File: src/rtl/tbec_encoder_pipe.sv
// Two-stage streaming TBEC encoder: 16-bit data beats in, 32-bit codewords out,
// with optional per-beat XOR fault injection applied in the output stage.
module tbec_encoder_pipe #(
  parameter int CNT_W = 16
) (
  input  logic             clk,
  input  logic             rst,
  input  logic             in_valid,
  output logic             in_ready,
  input  logic [15:0]      in_data,
  input  logic             inj_en,
  input  logic [31:0]      inj_mask,
  output logic             out_valid,
  input  logic             out_ready,
  output logic [31:0]      out_word,
  output logic             out_injected,
  output logic [CNT_W-1:0] word_count
);

  // Builds the clean codeword; field order matches what tbec_decoder unpacks.
  function automatic logic [31:0] tbec_encode(input logic [15:0] d);
    logic a1, a2, a3, a4;
    logic b1, b2, b3, b4;
    logic c1, c2, c3, c4;
    logic d1, d2, d3, d4;
    logic di1, di2, di3, di4;
    logic p1, p2, p3, p4;
    logic [7:0] xchk;
    {a1, a2, a3, a4} = {d[15], d[11], d[7], d[3]};
    {b1, b2, b3, b4} = {d[14], d[10], d[6], d[2]};
    {c1, c2, c3, c4} = {d[13], d[9],  d[5], d[1]};
    {d1, d2, d3, d4} = {d[12], d[8],  d[4], d[0]};
    di1 = a1 ^ b2 ^ c1 ^ d2;
    di2 = a2 ^ b1 ^ c2 ^ d1;
    di3 = a3 ^ b4 ^ c3 ^ d4;
    di4 = a4 ^ b3 ^ c4 ^ d3;
    p1 = a1 ^ a2 ^ b1 ^ b2;
    p2 = c1 ^ c2 ^ d1 ^ d2;
    p3 = a3 ^ a4 ^ b3 ^ b4;
    p4 = c3 ^ c4 ^ d3 ^ d4;
    xchk = {a1 ^ a3, a2 ^ a4, b1 ^ b3, b2 ^ b4,
            c1 ^ c3, c2 ^ c4, d1 ^ d3, d2 ^ d4};
    return {d, di1, di4, di2, di3, p1, p4, p2, p3, xchk};
  endfunction

  logic        vld_p1;
  logic [31:0] cw_p1;
  logic        inj_en_p1;
  logic [31:0] inj_mask_p1;
  logic        s1_load;
  logic        s2_load;

  assign in_ready = !vld_p1 || !out_valid || out_ready;
  assign s1_load  = in_valid && in_ready;
  assign s2_load  = vld_p1 && (!out_valid || out_ready);

  // Stage 1: clean codeword plus the injection controls captured with the beat
  always_ff @(posedge clk) begin
    if (rst) begin
      vld_p1 <= 1'b0;
    end else if (s1_load) begin
      vld_p1 <= 1'b1;
    end else if (s2_load) begin
      vld_p1 <= 1'b0;
    end
  end

  always_ff @(posedge clk) begin
    if (s1_load) begin
      cw_p1       <= tbec_encode(in_data);
      inj_en_p1   <= inj_en;
      inj_mask_p1 <= inj_mask;
    end
  end

  // Stage 2: corruption is applied here so stage 1 always holds the clean word
  always_ff @(posedge clk) begin
    if (rst) begin
      out_valid    <= 1'b0;
      out_word     <= '0;
      out_injected <= 1'b0;
    end else if (s2_load) begin
      out_valid    <= 1'b1;
      out_word     <= cw_p1 ^ (inj_en_p1 ? inj_mask_p1 : 32'h0);
      out_injected <= inj_en_p1 && (inj_mask_p1 != 32'h0);
    end else if (out_ready) begin
      out_valid    <= 1'b0;
    end
  end

  always_ff @(posedge clk) begin
    if (rst) begin
      word_count <= '0;
    end else if (out_valid && out_ready) begin
      word_count <= word_count + 1'b1;
    end
  end

endmodule
File: config.mk
export PLATFORM = sky130hd
export DESIGN_NAME = tbec_encoder_pipe
export DESIGN_NICKNAME = d
export VERILOG_FILES = /design/src/rtl/tbec_encoder_pipe.sv
export SDC_FILE = /design/constraint.sdc
export NUM_CORES = 1
export LEC_CHECK = 0
export CAP_MARGIN = 10
export CORE_ASPECT_RATIO = 0.6
export CORE_MARGIN = 2
export CORE_UTILIZATION = 45
export CTS_CLUSTER_SIZE = 20
export DETAILED_ROUTE_END_ITERATION = 12
export GPL_TIMING_DRIVEN = 0
export PLACE_DENSITY = 0.76
export SETUP_SLACK_MARGIN = 0.2
export SYNTH_ARGS = -nofsm -noshare
export SYNTH_HDL_FRONTEND = slang
export SYNTH_SLANG_ARGS = --single-unit
File: constraint.sdc
create_clock -name clk -period 2.7 [get_ports clk]
set_input_delay 0.54 -clock clk [delete_from_list [all_inputs] [get_ports clk]]
set_output_delay 0.54 -clock clk [all_outputs]
set_load 0.02 [all_outputs]
* Yosys cells after proc, flatten, opt, wreduce, memory -nomap -nowiden *
Index checks and enable logic that the tools add are counted.
W data, S select, Z words.

operators by class
  add/sub/neg operators = 1
  muxes and demuxes = 5
  bitwise logic cells = 33
  reduce and logical (&&, ||, !) cells = 12

operator list
  operator                 number
  $mux W32                 1
  $reduce_bool A32 Y1      1
  $xor A1 B1 Y1            32
  $xor A32 B32 Y32         1
  $add A16 B1 Y16 const B  1
  $logic_and A1 B1 Y1      4
  $mux W1                  4
  $reduce_bool A2 Y1       2
  $logic_or A1 B1 Y1       3
  $logic_not A1 Y1         2

word-level totals
  bits in registers = 116
  input bits = 53
  output and inout port bits = 51
  word-level logic and storage cells = 59

* Longest topological paths before layout *
  word-level depth = 5
  gate-level depth with buffers = 6
  gate-level depth less buffers = 5

* Worst setup path before layout *
OpenSTA, ideal clock, no wires.

  path kind = flip-flop to flip-flop
  start point = register out_valid
  end point = register cw_p1[0], enable pin
  library setup time = 430 ps
  data arrival time = 2381 ps
  data required time = 2270 ps
  slack = -111 ps
  stages on the path, launching flop included = 4
  path buffers = 0
  period minus slack after synthesis = 2811 ps
  cell sequence = dfxtp_1 nor2b_1 nand2_1 and2_1

on the way
  cells in the longest elaborated chain, start to end = 4

ends and longest elaborated chain
  what                              RTL line  text
  start, declared                   13        output logic out_valid,
  start signal, assigned            79        out_valid <= 1'b0;
  start signal, assigned            83        out_valid <= 1'b1;
  start signal, assigned            87        out_valid <= 1'b0;
  $logic_not A1 Y1                  53        assign in_ready = !vld_p1 || !out_valid || out_ready;
  $logic_or A1 B1 Y1 (2 in series)  53
  via in_ready                      9         output logic in_ready,
  $logic_and A1 B1 Y1               54        assign s1_load = in_valid && in_ready;
  via s1_load                       50        logic s1_load;
  end signal, assigned              70        cw_p1 <= tbec_encode(in_data);
  end, declared                     47        logic [31:0] cw_p1;

The timed path passes the listed nets, and every way through them passes these cells.
A chain may end at the register's enable or synchronous reset.

* Worst setup path in the final report *
  start point = register out_valid
  end point = output in_ready

on the way
  cells in the longest elaborated chain, start to end = 3

ends and longest elaborated chain
  what                              RTL line
  $logic_not A1 Y1                  53
  $logic_or A1 B1 Y1 (2 in series)  53
  end, declared                     9

Every way passes these cells.

==> results.json <==
{
  "drtIter0Drc": 241,
  "ios": 104,
  "setup_viol_count_final": 0,
  "cp_cell_sequence": "nor2b_2, nand2_1, clkdlybuf4s50_1",
  "status": "finished, final reports clean",
  "clk_latency_ps": 410,
  "reg2regPathDepth": 4,
  "fill_cells": 728,
  "wire_per_inst_um": 17.0,
  "min_path_type": "reg -> reg",
  "p_clk_frac": 0.480,
  "finalPower_w": 0.00484,
  "min_path_cells": 2,
  "cellPowerDensity_nw_per_um2": 759,
  "ant_nets": 0,
  "core.rowCount": 28,
  "gp_routability_congestion": 0.815,
  "drc_errors": 0,
  "min_from": "out_word[10]$_SDFFE_PP0P_",
  "arrival_ps": 1860,
  "r2r_slack_ps": 640,
  "drv_slew": 0,
  "synth.net_count": 425,
  "avgSynthCellArea_sq_um": 12.3,
  "clockRootBuffer": "clkbuf_16",
  "min_to": "out_word[10]$_SDFFE_PP0P_",
  "netlist_instances": 371,
  "synth.distinct_cells": 36,
  "seqPwrFrac": 0.425,
  "cts_buffers": 17,
  "port-buffer-count": 102,
  "vdd_drop_max_v": 0.000512,
  "post_cts_buffers": 0,
  "intPower_w": 0.00379,
  "switching_power_w": 0.00105,
  "grt_pass1_vias": 3228,
  "seq_area_frac_synth": 0.652,
  "path_class": "reg -> out",
  "grt_max_degree": 38,
  "path_buf_inv": 1,
  "start_util": 0.463,
  "worstReg2RegEnd": "cw_p1[11]$_DFFE_PP_",
  "r2r_start": "out_valid$_SDFFE_PP0P_",
  "area_growth_pct": 40.1,
  "cpPeakStageDelay_ps": 580,
  "die_w_um": 134,
  "grt_usage": 0.211,
  "dp_hpwl_mm": 7.80,
  "hold_slack_ps": 496,
  "crit_slowest_cell": "clkdlybuf4s50_1",
  "antenna_found_initial": 0,
  "combPwrFrac": 0.095,
  "rsz0062_at_grt": "false",
  "startpoint_type": "register",
  "firstDrtPassIters": 5,
  "cp_max_fo": 8,
  "antenna_cells": 0,
  "fin_crit_ps": 2400,
  "num_vias": 3322,
  "p_leak_nw": 2.30,
  "synth_edf_count": 65,
  "fmax_mhz": 417,
  "fin_ws_ps": 301,
  "synth.yosys.warnings": 0,
  "worst_pin_slew_ps": 871,
  "fin_nets": 547,
  "finClkSkew_ps": 6.37,
  "synth_seq_cells": 116,
  "crit_path_end_kind": "output port",
  "cts.sinks": 116,
  "maxCapViolCount": 0,
  "via_per_inst": 5.18,
  "overflow": 0,
  "switching_share": 0.217,
  "async_reset_ff_frac": 0,
  "place_ws_ps": -64.0,
  "cts_max_path_buffers": 2,
  "ys.flop_type": "edfxtp_1",
  "clkSlewWorstSetupHoldPaths_ps": 50,
  "hold_viol": 0,
  "final_cell_mix": "clkdlybuf4s50_1 (101), edfxtp_1 (65), dfxtp_1 (51)",
  "htree_levels": 4,
  "grt_pass1_wl_mm": 16.9,
  "drt_wl_total_mm": 10.9,
  "synth_area_sq_um": 4560,
  "final_core_util": 0.649,
  "cts_tree": "done",
  "drive_gt1_frac": 0.0830,
  "slew_headroom": 0.420,
  "layout_commonest_cell": "clkdlybuf4s50_1",
  "dieArea_sq_um": 11000,
  "chipHeight_um": 82.0,
  "worstPathRequired_ps": 2160,
  "fin_crit_sh": 0.889,
  "core_area_sq_um": 9840,
  "critical-path-top-delay-family": "buffers and inverters"
}
==> kinds of logic after synthesis <==
family,synth area share
compound gates,0.0684
xor+xnor,0.125
fa+ha+maj,0.00274
buf+inv,0.0167
flops,0.652
mux,0.00494
simple gates,0.130
==> registers in the layout (all words and copies together) (netlist names) <==
signal        cells
inj_en_p1         1
word_count       16
out_valid         1
cw_p1            32
inj_mask_p1      32
vld_p1            1
out_injected      1
out_word         32
==> final cells by class <==
cell class / count / area (sq um) / area share
well taps: 135 / 169 / 0.0264
clock inverters: 12 / 159 / 0.0249
clock buffers: 20 / 457 / 0.0715
multi-input cells: 237 / 1510 / 0.237
plain buffers: 17 / 72.6 / 0.0114
flip-flops and latches: 116 / 2970 / 0.466
inverters: 1 / 3.75 / 0.000588
repair buffers: 103 / 1040 / 0.163
==> worst min-delay path, stage by stage, from the launching register on <==
cell	delay [ps]
dfxtp_1	310
nor2_1	90
a211oi_1	50
==> worst max-delay path by stage <==
stage	from	endpoint	cells after the start
6_report	out_valid$_SDFFE_PP0P_	in_ready	3
5_1_grt	out_valid$_SDFFE_PP0P_	in_ready	3
4_1_cts	out_valid$_SDFFE_PP0P_	in_ready	3
3_5_place_dp	out_ready	inj_mask_p1[21]$_DFFE_PP_	5
3_3_place_gp	out_ready	inj_mask_p1[21]$_DFFE_PP_	4
2_1_floorplan	out_valid$_SDFFE_PP0P_	cw_p1[0]$_DFFE_PP_	3
==> power by group through the flow <==
stage               clock [W]  sequential, W  combinational (W)
global placement            0        0.00209           0.000442
detailed placement          0        0.00209           0.000458
CTS                   0.00234        0.00206           0.000464
floorplan                   0        0.00212           0.000187
global route          0.00244        0.00207           0.000498
finish                0.00232        0.00206           0.000461
==> timing repair <==
action                     in CTS  in global routing
resized for setup               2                  0
setup endpoints to repair       1                  0
hold buffers                    0                  0
==> Yosys cell counts, types with 5 or more instances <==
cell type | n | share of area
edfxtp_1 | 65 | 0.43
dfxtp_1 | 51 | 0.22
xor2_1 | 50 | 0.096
nor2_1 | 48 | 0.040
nand2_1 | 38 | 0.031
a211oi_1 | 32 | 0.053
xnor2_1 | 15 | 0.029
clkbuf_1 | 11 | 0.0091
nor4_1 | 9 | 0.012
nand3_1 | 8 | 0.0088
a21oi_1 | 5 | 0.0055
nand4_1 | 5 | 0.0069
==> per-stage QoR <==
stage	area [sq um]	TNS, ps	std cells
final	6390	0	641
after global routing	6390	0	641
after CTS	6390	0	641
after detailed placement	5770	-1820	609
after global placement	5750	-15970	608
after floorplan	4560	0	371
==> per-layer routing <==
metal,track usage,wire length (um)
met1,0.274,4940
met4,0.0649,65
met2,0.335,5020
met5,0,0
met3,0.0759,893
Note: power is estimated with default switching activity, not from simulation.
